===== config.mk =====
export PLATFORM = sky130hd
export DESIGN_NAME = ula_multiciclo
export DESIGN_NICKNAME = d
export VERILOG_FILES = /design/src/rtl/ula_pkg.sv /design/src/rtl/ula_muldiv_seq.sv /design/src/rtl/ula_multiciclo.sv
export SDC_FILE = /design/constraint.sdc
export NUM_CORES = 1
export LEC_CHECK = 0
export ABC_AREA = 1
export CAP_MARGIN = 40
export CORE_MARGIN = 1
export CORE_UTILIZATION = 35
export CTS_CLUSTER_SIZE = 40
export DETAILED_ROUTE_END_ITERATION = 10
export PLACE_DENSITY = 0.61
export SLEW_MARGIN = 10
export SYNTH_ARGS = -nofsm -noshare
export SYNTH_HDL_FRONTEND = slang
export SYNTH_SLANG_ARGS = --single-unit

===== constraint.sdc =====
create_clock -name clock -period 2.1 [get_ports clock]
set_input_delay 0.315 -clock clock [delete_from_list [all_inputs] [get_ports clock]]
set_output_delay 0.315 -clock clock [all_outputs]
set_load 0.02 [all_outputs]

===== src/rtl/ula_pkg.sv =====
// rtl/ula_pkg.sv - opcode constants and FSM state encoding for ula_multiciclo
package ula_pkg;

    localparam logic [3:0] ULA_AND  = 4'b0000;
    localparam logic [3:0] ULA_OR   = 4'b0001;
    localparam logic [3:0] ULA_ADD  = 4'b0010;
    localparam logic [3:0] ULA_SUB  = 4'b0110;
    localparam logic [3:0] ULA_SLT  = 4'b0111;
    localparam logic [3:0] ULA_NOR  = 4'b1100;
    localparam logic [3:0] ULA_MUL  = 4'b1000;
    localparam logic [3:0] ULA_DIVU = 4'b1001;
    localparam logic [3:0] ULA_REMU = 4'b1010;

    typedef enum logic [0:0] {
        OCIOSO = 1'b0,
        CALC   = 1'b1
    } ula_estado_t;

endpackage


===== src/rtl/ula_muldiv_seq.sv =====
// rtl/ula_muldiv_seq.sv - iterative shift-add multiplier and restoring divider
module ula_muldiv_seq
    import ula_pkg::*;
#(
    parameter int WIDTH = 32
) (
    input  logic             clock,
    input  logic             reset,
    input  logic             start,
    input  logic [3:0]       op,
    input  logic [WIDTH-1:0] a,
    input  logic [WIDTH-1:0] b,
    output logic             done,
    output logic [WIDTH-1:0] result
);

    localparam int CW = $clog2(WIDTH + 1);
    localparam logic [CW-1:0] CNT_INI = CW'(WIDTH);
    localparam logic [CW-1:0] CNT_ULT = CW'(1);

    // Shared working registers:
    //   MUL: x = accumulator, y = multiplicand (shifts left), z = multiplier (shifts right)
    //   DIV: x = partial remainder, y = divisor, z = dividend turning into quotient
    logic [WIDTH-1:0] reg_x, reg_y, reg_z;
    logic [3:0]       op_r;
    logic             busy;
    logic [CW-1:0]    cnt;

    logic [WIDTH-1:0] mul_x;
    logic [WIDTH:0]   desloc, dif;
    logic [WIDTH-1:0] div_x, div_z;
    logic [WIDTH-1:0] prox_x, prox_y, prox_z;
    logic             is_mul;

    // One iteration of either algorithm, plus the value seen after the last one
    always_comb begin
        is_mul = (op_r == ULA_MUL);
        mul_x  = reg_x + (reg_z[0] ? reg_y : '0);
        desloc = {reg_x, reg_z[WIDTH-1]};
        dif    = desloc - {1'b0, reg_y};
        if (dif[WIDTH]) begin
            div_x = desloc[WIDTH-1:0];
            div_z = {reg_z[WIDTH-2:0], 1'b0};
        end else begin
            div_x = dif[WIDTH-1:0];
            div_z = {reg_z[WIDTH-2:0], 1'b1};
        end
        prox_x = is_mul ? mul_x : div_x;
        prox_y = is_mul ? {reg_y[WIDTH-2:0], 1'b0} : reg_y;
        prox_z = is_mul ? {1'b0, reg_z[WIDTH-1:1]} : div_z;
        if (is_mul)
            result = mul_x;
        else if (op_r == ULA_REMU)
            result = div_x;
        else
            result = div_z;
        done = busy && (cnt == CNT_ULT);
    end

    // Load operands on start, then run exactly WIDTH iterations
    always_ff @(posedge clock) begin
        if (reset) begin
            busy <= 1'b0;
            cnt  <= '0;
        end else if (start) begin
            busy  <= 1'b1;
            cnt   <= CNT_INI;
            op_r  <= op;
            reg_x <= '0;
            reg_y <= (op == ULA_MUL) ? a : b;
            reg_z <= (op == ULA_MUL) ? b : a;
        end else if (busy) begin
            reg_x <= prox_x;
            reg_y <= prox_y;
            reg_z <= prox_z;
            cnt   <= cnt - CNT_ULT;
            if (cnt == CNT_ULT)
                busy <= 1'b0;
        end
    end

endmodule


===== src/rtl/ula_multiciclo.sv =====
// rtl/ula_multiciclo.sv - multi-cycle ALU top; ULA_MULDIV_EN enables MUL/DIVU/REMU
module ula_multiciclo
    import ula_pkg::*;
#(
    parameter int WIDTH = 32
) (
    input  logic             clock,
    input  logic             reset,
    input  logic             inicio,
    input  logic [3:0]       controladorULA,
    input  logic [WIDTH-1:0] dados1,
    input  logic [WIDTH-1:0] dados2,
    output logic [WIDTH-1:0] saida,
    output logic             zero,
    output logic             pronto,
    output logic             ocupado,
    output logic             erro
);

    ula_estado_t      estado, estado_prox;
    logic [WIDTH-1:0] res_ula, res_prox, seq_result;
    logic             err_ula, err_prox, vai_calc, inicia_seq, carrega, seq_done;

    // Single-cycle result and classification of the incoming opcode
    always_comb begin
        res_ula  = '0;
        err_ula  = 1'b0;
        vai_calc = 1'b0;
        case (controladorULA)
            ULA_AND: res_ula = dados1 & dados2;
            ULA_OR:  res_ula = dados1 | dados2;
            ULA_ADD: res_ula = dados1 + dados2;
            ULA_SUB: res_ula = dados1 - dados2;
            ULA_SLT: res_ula[0] = $signed(dados1) < $signed(dados2);
            ULA_NOR: res_ula = ~(dados1 | dados2);
`ifdef ULA_MULDIV_EN
            ULA_MUL: vai_calc = 1'b1;
            ULA_DIVU: begin
                if (dados2 == '0) begin
                    res_ula = '1;
                    err_ula = 1'b1;
                end else begin
                    vai_calc = 1'b1;
                end
            end
            ULA_REMU: begin
                if (dados2 == '0) begin
                    res_ula = dados1;
                    err_ula = 1'b1;
                end else begin
                    vai_calc = 1'b1;
                end
            end
`endif
            default: err_ula = 1'b1;
        endcase
    end

`ifdef ULA_MULDIV_EN
    ula_muldiv_seq #(.WIDTH(WIDTH)) u_seq (
        .clock  (clock),
        .reset  (reset),
        .start  (inicia_seq),
        .op     (controladorULA),
        .a      (dados1),
        .b      (dados2),
        .done   (seq_done),
        .result (seq_result)
    );
    assign ocupado = (estado == CALC);
`else
    assign seq_done   = 1'b0;
    assign seq_result = '0;
    assign ocupado    = 1'b0;
`endif

    // FSM state register
    always_ff @(posedge clock) begin
        if (reset)
            estado <= OCIOSO;
        else
            estado <= estado_prox;
    end

    // Next state, accept decision and which result gets registered
    always_comb begin
        estado_prox = estado;
        inicia_seq  = 1'b0;
        carrega     = 1'b0;
        res_prox    = res_ula;
        err_prox    = err_ula;
        case (estado)
            OCIOSO: begin
                if (inicio) begin
                    if (vai_calc) begin
                        inicia_seq  = 1'b1;
                        estado_prox = CALC;
                    end else begin
                        carrega = 1'b1;
                    end
                end
            end
            CALC: begin
                if (seq_done) begin
                    carrega     = 1'b1;
                    res_prox    = seq_result;
                    err_prox    = 1'b0;
                    estado_prox = OCIOSO;
                end
            end
            default: estado_prox = OCIOSO;
        endcase
    end

    // Result registers: held between results, pronto pulses on each new one
    always_ff @(posedge clock) begin
        if (reset) begin
            saida  <= '0;
            zero   <= 1'b1;
            pronto <= 1'b0;
            erro   <= 1'b0;
        end else begin
            pronto <= carrega;
            if (carrega) begin
                saida <= res_prox;
                zero  <= (res_prox == '0);
                erro  <= err_prox;
            end
        end
    end

endmodule

==> summary by stage, run 1 <==
Setup path
The setup slack of the worst register-to-register path is 1.38 ns. The worst endpoint required time is 2.32 ns. Counting stages on the worst path, the most repeated cell is sky130_fd_sc_hd__nand2_1.

The critical path goes through buf_2 > inv_2 > ha_4 > inv_2 > nand2_1 > nand2_2 > buf_4 > a21oi_4 > nand2_4 > nand2_1 > nand2_1 > buf_4 > nand2_2 > nand3_1 > nand2_1 > nor2_1 > nor2_2 > nand3_1 > nor2_2 > nand3_1 > nand2_1. The arrival time at the worst endpoint is 2.49 ns. The worst setup path is launched from an input pin. The element type at the critical path end is a register. The worst-path maximum fanout is 5. The critical path is of the in2reg type. The worst-path cell with the longest stage delay is sky130_fd_sc_hd__ha_4. The largest stage delay on the critical path is 0.30 ns.

Synthesis
In this run, synthesis produced a sequential element count of 35. The average cell area after synthesis is 5.40 um2. The cell area that synthesis handed to floorplanning was 0.00815 mm2. Counting every net in the synthesized netlist gives 1685.

The sequential element share of the synthesized area is 0.0860. The number of flops mapped to enable cells by yosys is 0. Among all flip-flop cells after synthesis, the most frequent one is sky130_fd_sc_hd__dfxtp_1.

The number of warnings issued by yosys is 0. Yosys mapped the design onto 35 distinct sky130hd cell types. Counting every instance in the synthesized netlist gives 1510.

Of all flip-flops after synthesis, the portion carrying an async set or reset was 0.

Timing
Dividing the final minimum period by the clock period gives 1.08. The worst slew margin relative to its limit is 0.537. The count of final max-slew check failures is 0. The hold violation count in the final report is 0. The peak clock frequency supported by timing is 441 MHz.

Hold is met by 0.476 ns. Setup violations remaining at the end of the flow were counted as 15. The worst path in the final design needs a cycle of 2.27 ns, including I/O delays and setup. Setup repair after global routing could not meet its margin everywhere.

In the post-route analysis, the smallest setup slack over all paths is -0.170 ns. At the pin with the least slew margin, the transition time is 0.694 ns. The clock skew after layout is 0 ns.

Clock network
The clock net in this run drives a total of 35 sinks. The CTS tree is yes. The count of hold-fix buffers inserted at cts is 0. The number of CTS-inserted buffers is 5. The clock-pin transition on the worst setup and hold timing paths is 0.06 ns. The clock tree root driver cell is sky130_fd_sc_hd__clkbuf_16.

The clock reaches the later pin of the worst-skew pair after 0.28 ns. The number of H-tree levels is 2. The longest clock path from root to sink contains 2 buffers.

Floorplanning
From left edge to right edge, the die measures 155 um. From bottom edge to top edge, the die measures 155 um. After floorplanning, the core was divided into 55 placement rows. In this run the count of I/O pins placed on the die edge is 107.

The floorplan core area is 0.0227 mm2. The initial utilization of the core area, before any placement, comes to 0.359. The die outline area is 0.0239 mm2.

Pwr
The post-route total power is 5.49 mW. The worst-case IR drop observed on VDD is 0.000335 V. In this run the static leakage power is 7.99 nW. For this design the ratio of total power to cell area is 359 mW/mm2.

Final layout
The top cell types in the final layout, fill and taps aside, are 366 x sky130_fd_sc_hd__buf_4, 246 x sky130_fd_sc_hd__nand2_1, 200 x sky130_fd_sc_hd__inv_1, 128 x sky130_fd_sc_hd__nor2_1, 125 x sky130_fd_sc_hd__nand2_2. The filler-free cell count of the finished design is 2288. Fill cells in the final layout number 2046.

The layout cell share with drive strength beyond 1 is 0.524. The most frequent standard cell in the layout excluding fill and tap cells is sky130_fd_sc_hd__buf_4. From synthesis to final layout, the design area changed by 87.6%.

The antenna diode instance count is 0. The net total in the final layout is 2177. The footprint of the flip-flops and latches is 701 um2.

In the final layout, the multi-input gates occupy 0.00845 mm2.

Placed design
The number of instances in the placed design is 2203. The port buffer count is 105. The wire-length estimate of the detail-placed layout is 31100 um. The last weighted congestion value of the routability-driven placer is 1.04.

Global route
Entering global routing, the biggest net connects 39 pins. The via count of the first global-routing pass is 11000. For this run the aggregate overflow at the end of global routing stands at 0. The first global-routing pass estimated 58900 um of wire. For this run, the total global-route usage over all layers was measured as 0.317. The initial antenna violation count is 0.

Route
The met1 layer wirelength in the final routing is 17500 um. The remaining design rule violation count is 0. The number of vias in the routed layout is 11500. In this run the remaining antenna-violating nets after routing total 0. The uppermost metal layer occupied by signal nets is met4. In the detailed route, the total length drawn on met3 is 2610 um. The detailed-route vias per instance is 5.04.

The detailed route wirelength on metal2 is 17900 um. The wire length per cell is 17.0 um. The detailed-router iteration count before antenna repair is 6.

For this block, the routed nets add up to 38900 um of wire. For this block, the initial DRC count from the detailed router was 943.

Run status
The flow ran to the end, but the final reports show violations. The final reports fail on setup timing.

Min path
The kind of path behind the tightest hold check is reg2reg.

Run
The number of violations of the max-capacitance limit is 0.
## worst max-delay path: cells and delay by family
kind,cells,cell delay [ns]
and+or+nand+nor,14,1.20
buffers and inverters,5,0.50
adders and majority gates,1,0.30
AOI/OAI and AO/OA,1,0.16
## cell type report
| type | instances | area share |
|---|---|---|
| Timing Repair Buffer | 535 | 0.292 |
| Inverter | 302 | 0.0758 |
| Multi-Input combinational cell | 1123 | 0.553 |
| Tap cell | 285 | 0.0233 |
| Clock inverter | 1 | 0.000491 |
| Sequential cell | 35 | 0.0458 |
| Clock buffer | 7 | 0.00998 |
## registers in the layout (all words and copies together) (netlist names)
name / count
saida: 32
zero: 1
pronto: 1
erro: 1
## metrics by stage
step | util | TNS, ns | cell area [um2] | setup WS (ns)
floorplan | - | 0 | 8160 | 0.0113
global placement | 0.525 | -25.34 | 11900 | -1.13
global route | 0.673 | -3.20 | 15300 | -0.286
finish | 0.673 | -0.804 | 15300 | -0.170
detailed placement | 0.525 | -26.47 | 11900 | -1.18
CTS | 0.638 | -0.576 | 14500 | -0.169
## where the power goes
| group | switching, mW | internal, mW |
|---|---|---|
| Combinational | 2.16 | 1.82 |
| Clock | 0.274 | 0.504 |
| Sequential | 0.0254 | 0.708 |
| Total | 2.46 | 3.03 |
## synthesized netlist by cell type (all sizes together) (4+ instances only)
cell,count,area (um2)
o21ai,54,270
o211ai,7,52.6
dfxtp,35,701
nor3,16,100
o21bai,8,60.1
clkbuf,10,37.5
nor2,222,898
a221oi,14,160
nand4,18,113
o22ai,13,81.3
nand2,423,1620
inv,302,1130
buf,40,338
and2,4,25.0
ha,102,1280
nand3,161,831
a21oi,69,353
## final timing paths
| kind | endpoint | cells after the start | from |
|---|---|---|---|
| min | saida[3] | 2 | saida[3] |
| min reg2reg | saida[3] | 2 | saida[3] |
| max reg2reg | saida[15] | 4 | saida[15] |
| max | zero | 21 | dados2[4] |
## cells by family (layout without fill, tap and decap cells)
group,Yosys count,after routing,share of synthesized area
XOR/XNOR,1,1,0.00107
buffers and inverters,352,845,0.185
other,1,1,0.000460
AO/OA/AOI/OAI,165,165,0.120
flip-flops,35,35,0.0860
adder cells (fa/ha/maj),104,104,0.161
AND/OR/NAND/NOR,852,852,0.446
## layer usage
| metal | track usage | vias to the layer above |
|---|---|---|
| li1 | - | 5689 |
| met3 | 0.0319 | 52 |
| met2 | 0.527 | 437 |
| met5 | 0 | - |
| met1 | 0.436 | 5356 |
| met4 | 0.0820 | 0 |
## what timing repair did
item / 4_1_cts / 5_1_grt
resized for setup: 763 / 219
setup buffers: 60 / 21
pin swaps: 218 / 149
setup endpoints to repair: 29 / 26
Note: power is estimated with default switching activity, not from simulation.
==> run 2, diff against run 1 <==
PLACE_DENSITY = 0.59   (was 0.61)
clock period = 2.86 ns   (was 2.1 ns; I/O delays follow)
==> summary by stage, run 2 (synthesis gave the netlist of run 1 again) <==
Setup path
The worst endpoint required time was 3.08 ns (was 2.32 ns). The arrival time at the worst endpoint is 2.95 ns (was 2.49 ns). The largest stage delay on the critical path was 0.48 ns (was 0.30 ns). The buffering stage count on the worst path with inverters included is 4 (was 5). The worst-path cell with the longest stage delay is sky130_fd_sc_hd__clkdlybuf4s50_1 (was sky130_fd_sc_hd__ha_4). The classification of the worst setup path is in2reg (unchanged).

The kind of start point of the critical path is an input pin (unchanged). Ordered list of cells on the worst path: clkdlybuf4s50_1 > inv_1 > ha_1 > nand3_1 > nand2_1 > buf_4 > nand3_1 > nand3b_1 > nor2_1 > o21ai_1 > nor2_1 > buf_4 > nand2_1 > nor2_1 > nand3_1 > nor2_1 > nand3_1 > nand2_1 (was buf_2 > inv_2 > ha_4 > inv_2 > nand2_1 > nand2_2 > buf_4 > a21oi_4 > nand2_4 > nand2_1 > nand2_1 > buf_4 > nand2_2 > nand3_1 > nand2_1 > nor2_1 > nor2_2 > nand3_1 > nor2_2 > nand3_1 > nand2_1). The element type at the critical path end is a register (unchanged).

The worst-path maximum fanout was 4 (was 5). The kind of cell adding the most delay to the critical path is simple AND/OR/NAND/NOR gates (unchanged).

Global route
The global router's overall resource usage is 0.273 (was 0.317). The pin count of the biggest net entering global routing is 41 (was 39). The global-route wire length before repair is 51200 um (was 58900 um).

The initial antenna violation count came to 1 (was 0). The via count of the first global-routing pass is 9823 (was 11000). The final global-route overflow total is 0 (unchanged).

Min path
The kind of path behind the tightest hold check was reg2reg (unchanged).

Timing
The hold violation count in the final report is 0 (unchanged). The count of final max-slew check failures is 0 (unchanged). The number of endpoints failing setup at the final stage is 0 (was 15).

The worst slew margin relative to its limit is 0.523 (was 0.537). The final cycle utilization of the critical path is 0.956. The clock skew after layout is 0 ns (unchanged). The slew at the pin closest to its max-slew limit is 0.715 ns (was 0.694 ns).

The total negative setup slack is 0 ns (was -0.804 ns). The time the final worst path needs with I/O delays and setup is 2.73 ns. Timing would allow up to 366 MHz.

Pwr
The peak supply drop was 0.000341 V (was 0.000335 V). The cell area power density is 258 mW/mm2 (was 359 mW/mm2). The leakage power is 6.98 nW (was 7.99 nW).

Route
The wire length per cell is 15.3 um (was 17.0 um). The overall routed net length is 33200 um (was 38900 um). The detailed-route vias per instance came to 4.88 (was 5.04).

The detailed-router iteration count before antenna repair is 5 (was 6). The remaining design rule violation count came to 0 (unchanged). The number of vias in the routed layout was 10600 (was 11500). The antenna violation net count after detailed routing was 0 (unchanged). The initial detailed-routing violation count is 789 (was 943).

Placed design
The total half-perimeter wirelength after legalization and detailed placement is 28300 um (was 31100 um). The port buffer count was 105 (unchanged). The number of instances in the placed design is 2148 (was 2203).

The last weighted congestion value of the routability-driven placer is 0.999 (was 1.04).

Floorplanning
The overall die height was 155 um (unchanged). The initial standard-cell utilization of the core came to 0.359 (unchanged). The row count was 55 (unchanged). The width of the die is 155 um (unchanged).

The number of top-level design ports was 107 (unchanged). The floorplan core area was 0.0227 mm2 (unchanged). The die outline area was 0.0239 mm2 (unchanged).

Clock network
The clock tree root driver cell is sky130_fd_sc_hd__clkbuf_16 (unchanged). The count of hold-fix buffers inserted at cts came to 0 (unchanged). The number of CTS-inserted buffers is 5 (unchanged). The clock-pin transition on the worst setup and hold timing paths is 0.05 ns (was 0.06 ns).

The insertion delay of the later-clocked pin in the worst-skew pair is 0.27 ns (was 0.28 ns). The number of H-tree levels is 2 (unchanged). The number of sinks driven by the clock tree came to 35 (unchanged). The buffer levels on the longest clock path was 2 (unchanged). The CTS tree is yes (unchanged).

Final layout
The antenna diode instance count is 0 (unchanged). The flip-flop count of the largest register after layout was 32 (unchanged). The net total in the final layout is 2055 (was 2177). The filler-free cell count of the finished design is 2165 (was 2288).

The layout cell share with drive strength beyond 1 is 0.306 (was 0.524). The count of filler cells inserted in the layout is 2315 (was 2046). The area overhead of the layout relative to synthesis is 56.4% (was 87.6%). The most frequent standard cell in the layout excluding fill and tap cells is sky130_fd_sc_hd__nand2_1 (was sky130_fd_sc_hd__buf_4).

Commonest cells after routing, fill and taps aside: 360 x sky130_fd_sc_hd__nand2_1, 298 x sky130_fd_sc_hd__buf_4, 278 x sky130_fd_sc_hd__inv_1, 149 x sky130_fd_sc_hd__nor2_1, 127 x sky130_fd_sc_hd__nand3_1 (was 366 x sky130_fd_sc_hd__buf_4, 246 x sky130_fd_sc_hd__nand2_1, 200 x sky130_fd_sc_hd__inv_1, 128 x sky130_fd_sc_hd__nor2_1, 125 x sky130_fd_sc_hd__nand2_2). The register with the most flip-flops is saida (unchanged).

Run status
Outcome: completed (was finished, violations left).

Run
The number of violations of the max-capacitance limit is 0 (unchanged).
[run 2: final timing paths]
path,from,to,slack (ns),depth (start not counted)
max,dados2[1],zero,0.13,18
min,saida[3],saida[3],0.48,2
max reg2reg,saida[17],saida[17],2.17,4
min reg2reg,saida[3],saida[3],0.48,2
[run 2: metrics by stage]
stage | setup WS, ns | cell area, um2 | hold WS, ns | util | power (mW)
2_1_floorplan | 0.579 | 8150 | 0.524 | - | 1.57
3_3_place_gp | -0.406 | 11500 | 0.462 | 0.507 | 2.48
3_5_place_dp | -0.402 | 11500 | 0.471 | 0.507 | 2.49
4_1_cts | 0.00282 | 11700 | 0.481 | 0.517 | 3.04
5_1_grt | -0.0445 | 12700 | 0.498 | 0.561 | 3.53
6_report | 0.126 | 12700 | 0.480 | 0.561 | 3.29
[run 2: layout make-up]
class                   count  area [um2]  area share
clock inverters             1        5.00    0.000393
inverters                 302        1130      0.0889
flip-flops and latches     35         701      0.0550
multi-input cells        1123        6920       0.543
repair buffers            413        3490       0.274
well taps                 285         357      0.0280
clock buffers               6         139      0.0109
[run 2: routing by layer]
| layer | share of wire | vias up | global-route usage |
|---|---|---|---|
| li1 | - | 5437 | - |
| met1 | 0.47 | 4785 | 0.381 |
| met2 | 0.45 | 298 | 0.449 |
| met3 | 0.062 | 47 | 0.0280 |
| met4 | 0.020 | 2 | 0.0632 |
| met5 | 0.00027 | - | 0 |
[run 2: power by group]
group	switching, mW	total [mW]	leakage, nW	internal, mW
clock network	0.184	0.523	0.0727	0.339
registers	0.0172	0.538	0.289	0.521
logic	1.23	2.22	6.62	0.996
[run 2: worst min-delay path, delay by kind of cell (launching register included)]
family / cells / cell delay [ns]
flops: 1 / 0.31
simple gates: 2 / 0.13
[run 2: repair_timing]
action	4_1_cts	5_1_grt
buffers inserted	0	10
pin swaps	6	49
endpoints found under the setup margin	6	20
resized for setup	28	236
==> run 3, diff against run 2 <==
ABC_AREA = default   (was 1)
PLACE_DENSITY = 0.6   (was 0.59)
clock period = 2.9 ns   (was 2.86 ns; I/O delays follow)
==> summary by stage, run 3 <==
Run status
Outcome: finished, violations left (was completed). The final reports fail on setup timing.

Final layout
Commonest cells after routing, fill and taps aside: 404 x sky130_fd_sc_hd__buf_4, 110 x sky130_fd_sc_hd__nor2_1, 66 x sky130_fd_sc_hd__ha_1, 65 x sky130_fd_sc_hd__nand2_1, 53 x sky130_fd_sc_hd__a21oi_1 (was 360 x sky130_fd_sc_hd__nand2_1, 298 x sky130_fd_sc_hd__buf_4, 278 x sky130_fd_sc_hd__inv_1, 149 x sky130_fd_sc_hd__nor2_1, 127 x sky130_fd_sc_hd__nand3_1). The utilization after layout is 0.660 (was 0.561). The flip-flop count of the largest register after layout is 32 (unchanged). The layout cell share with drive strength beyond 1 is 0.493 (was 0.306). The register with the most flip-flops is saida (unchanged). The filler-free cell count of the finished design came to 1792 (was 2165). The net total in the final layout was 1696 (was 2055).

The antenna diode instance count is 0 (unchanged). The most frequent standard cell in the layout excluding fill and tap cells is sky130_fd_sc_hd__buf_4 (was sky130_fd_sc_hd__nand2_1). The area overhead of the layout relative to synthesis is 85.1% (was 56.4%).

Setup path
The setup slack of the worst register-to-register path is 2.08 ns (was 2.17 ns). The worst-path maximum fanout came to 2 (was 4). The number of cells on the worst reg-to-reg path is 2 (was 4). The launch point of the worst path is dados1[0] (was dados2[1]).

The worst endpoint required time was 3.09 ns (was 3.08 ns). The capturing point of the worst reg2reg path was saida[6] (was saida[17]). The arrival time at the worst endpoint is 3.61 ns (was 2.95 ns). The origin of the critical flop-to-flop path was saida[6] (was saida[17]). The element type at the critical path end is a register (unchanged). The classification of the worst setup path was in2reg (unchanged). The kind of start point of the critical path was an input pin (unchanged).

Synthesis
The most frequently used flop master after synthesis is sky130_fd_sc_hd__dfxtp_1 (unchanged). The gate count after technology mapping came to 1041 (was 1510). The fraction of registers with async set or reset after synthesis was 0 (unchanged). Synth cell count leaders: 119 x sky130_fd_sc_hd__nor2_1, 102 x sky130_fd_sc_hd__ha_1, 98 x sky130_fd_sc_hd__inv_1 (was 414 x sky130_fd_sc_hd__nand2_1, 293 x sky130_fd_sc_hd__inv_1, 200 x sky130_fd_sc_hd__nor2_1).

The simple-gate share of the synthesized area is 0.219 (was 0.446). The number of warnings issued by yosys is 0 (unchanged). The area share of the leading cell type in the synthesized netlist came to 0.177 (was 0.191). The fraction of the mapped netlist area in compound gates is 0.374 (was 0.120).

The most area-hungry cell type in the Yosys netlist is sky130_fd_sc_hd__ha_1 (was sky130_fd_sc_hd__nand2_1). The share of the synthesized netlist area taken by xor and xnor gates is 0.00364 (was 0.00107). The flop and latch count out of synthesis is 35 (unchanged). The number of nets in the synthesized netlist is 1216 (was 1685).

The average cell area after synthesis came to 6.93 um2 (was 5.40 um2). The sequential element share of the synthesized area was 0.0972 (was 0.0860). The portion of netlist area occupied by mux cells is 0.0264 (was 0).

The synthesized-area fraction occupied by adder cells is 0.183 (was 0.161). Cell types occupying the most area after synthesis: sky130_fd_sc_hd__ha_1 18%, sky130_fd_sc_hd__dfxtp_1 9.7%, sky130_fd_sc_hd__nor2_1 6.2%, sky130_fd_sc_hd__a21oi_1 6.2%, sky130_fd_sc_hd__inv_1 5.1% (was sky130_fd_sc_hd__nand2_1 19%, sky130_fd_sc_hd__ha_1 16%, sky130_fd_sc_hd__inv_1 13%, sky130_fd_sc_hd__nand3_1 9.6%, sky130_fd_sc_hd__nor2_1 9.2%). The number of flops mapped to enable cells by yosys is 0 (unchanged). The library cell with the highest instance count after synthesis is sky130_fd_sc_hd__nor2_1 (was sky130_fd_sc_hd__nand2_1). The main combinational cell family by area after synthesis is compound AO/OA/AOI/OAI gates (was simple AND/OR/NAND/NOR gates). The distinct cell type count of the synthesized netlist is 91 (was 35).

The netlist area before placement was 0.00721 mm2 (was 0.00815 mm2).

Floorplanning
The number of top-level design ports is 107 (unchanged). The row count is 52 (was 55). The die outline area is 0.0212 mm2 (was 0.0239 mm2). The floorplan core area was 0.0202 mm2 (was 0.0227 mm2).

The initial standard-cell utilization of the core was 0.356 (was 0.359). The overall die height was 146 um (was 155 um). The width of the die came to 146 um (was 155 um).

Min path
The worst hold endpoint is saida[25] (was saida[3]). The kind of path behind the tightest hold check is reg2reg (unchanged). The hold-critical path depth was 2 (unchanged).

The start point of the worst hold path is saida[25] (was saida[3]).

Global route
The via count of the first global-routing pass came to 9505 (was 9823). The global-route wire length before repair is 51200 um (about the same). The pin count of the biggest net entering global routing is 55 (was 41). The final global-route overflow total is 0 (unchanged).

The global router's overall resource usage is 0.299 (was 0.273). The initial antenna violation count was 0 (was 1).

Timing
The total negative setup slack came to -2.51 ns (was 0 ns). The peak clock frequency supported by timing is 292 MHz. Setup repair after global routing could not meet its margin everywhere. The number of endpoints failing setup at the final stage was 12 (was 0). The clock skew after layout is 0 ns (unchanged). The final setup slack of the worst path was -0.521 ns (was 0.126 ns). The hold violation count in the final report came to 0 (unchanged). The count of final max-slew check failures is 0 (unchanged). The final cycle utilization of the critical path is 1.18.

The slew at the pin closest to its max-slew limit is 0.710 ns (was 0.715 ns). The worst slew margin relative to its limit is 0.525 (was 0.523). Counting I/O delays and the setup requirement, the final critical path takes 3.42 ns.

Clock network
The buffer levels on the longest clock path came to 2 (unchanged). The count of hold-fix buffers inserted at cts was 0 (unchanged). The number of CTS-inserted buffers came to 5 (unchanged). The number of sinks driven by the clock tree is 35 (unchanged). The CTS tree is yes (unchanged).

The insertion delay of the later-clocked pin in the worst-skew pair is 0.28 ns (was 0.27 ns). The clock tree root driver cell is sky130_fd_sc_hd__clkbuf_16 (unchanged). The number of H-tree levels is 2 (unchanged). The clock-pin transition on the worst setup and hold timing paths came to 0.05 ns (about the same).

Placed design
The last weighted congestion value of the routability-driven placer is 0.958 (was 0.999). The number of instances in the placed design is 1716 (was 2148). The total half-perimeter wirelength after legalization and detailed placement is 24800 um (was 28300 um). The port buffer count is 105 (unchanged). The pre-CTS setup slack was -1.48 ns (was -0.402 ns).

Route
The antenna violation net count after detailed routing is 0 (unchanged). The number of vias in the routed layout is 10000 (was 10600). The initial detailed-routing violation count is 839 (was 789). The detailed-route vias per instance is 5.59 (was 4.88). The remaining design rule violation count is 0 (unchanged). The wire length per cell came to 18.4 um (was 15.3 um). The detailed-router iteration count before antenna repair was 5 (unchanged). The overall routed net length is 32900 um (was 33200 um).

Run
The number of violations of the max-capacitance limit is 0 (unchanged).

Pwr
The post-route total power is 3.69 mW (was 3.29 mW). The cell area power density is 277 mW/mm2 (was 258 mW/mm2). The peak supply drop came to 0.000314 V (was 0.000341 V). The leakage power is 6.01 nW (was 6.98 nW).
==> run 3: cell count changes in the layout (fill, tap and decap cells not counted), sizes merged, moves of 19 or more <==
cell and delta:
o31ai +19, nand2 -352, inv -202, a22oi +34, buf +148, nor2 -103
mux2i +19, a21oi +21, nand3 -141, clkdlybuf4s50 -42, a211oi +33
==> run 3: worst max-delay path by stage <==
| stage | end | slack [ns] |
|---|---|---|
| CTS | zero | -0.55 |
| floorplan | zero | -0.29 |
| finish | zero | -0.52 |
| global route | zero | -0.66 |
| detailed placement | zero | -1.48 |
| global placement | zero | -1.37 |
==> run 3: worst max-delay path, stage by stage <==
cell and delay [ns]:
sky130_fd_sc_hd__buf_12 0.09, sky130_fd_sc_hd__inv_12 0.03, sky130_fd_sc_hd__ha_4 0.15, sky130_fd_sc_hd__fa_2 0.35
sky130_fd_sc_hd__o21bai_1 0.20, sky130_fd_sc_hd__o211ai_1 0.15, sky130_fd_sc_hd__buf_4 0.19, sky130_fd_sc_hd__a211oi_4 0.28
sky130_fd_sc_hd__a221oi_4 0.12, sky130_fd_sc_hd__buf_4 0.16, sky130_fd_sc_hd__o21a_1 0.19, sky130_fd_sc_hd__a221o_1 0.32
sky130_fd_sc_hd__a22oi_2 0.19, sky130_fd_sc_hd__nand2_1 0.09, sky130_fd_sc_hd__nor4_2 0.21, sky130_fd_sc_hd__nand4_1 0.15
sky130_fd_sc_hd__o41ai_2 0.27
==> run 3: metrics by stage <==
step | area, um2 | hold slack [ns]
final | 13300 | 0.469
after global routing | 13300 | 0.483
after CTS | 12700 | 0.466
after detailed placement | 11200 | 0.455
after global placement | 11200 | 0.457
after floorplan | 7330 | 0.539
==> run 3: layout make-up <==
cell class	instances	area [um2]
multi-input cells	833	7260
fillers	1673	6890
repair buffers	546	4510
flip-flops and latches	35	701
inverters	100	395
well taps	270	338
clock buffers	6	129
clock inverters	2	12.5
==> run 3: logic make-up after synthesis <==
| kind of cell | Yosys count |
|---|---|
| compound gates | 383 |
| simple gates | 323 |
| buf+inv | 173 |
| fa+ha+maj | 104 |
| flops | 35 |
| mux | 19 |
| xor+xnor | 3 |
| other cells | 1 |
==> run 3: report_power, final <==
| part | internal, mW | leakage, nW | switching (mW) |
|---|---|---|---|
| clock network | 0.316 | 0.0669 | 0.189 |
| logic | 1.32 | 5.66 | 1.33 |
| registers | 0.520 | 0.289 | 0.0215 |
| total | 2.16 | 6.01 | 1.54 |
==> run 3: repair_timing <==
item,CTS,global route
setup buffers,49,29
setup endpoints to repair,28,24
gates resized for setup,312,157
pin swaps,108,102
==> run 3: layer usage <==
metal,global-route usage,up-vias,share of wire
li1,-,4783,-
met1,0.416,4707,0.45
met2,0.487,462,0.45
met3,0.0417,66,0.075
met4,0.0705,0,0.023
met5,0,-,0
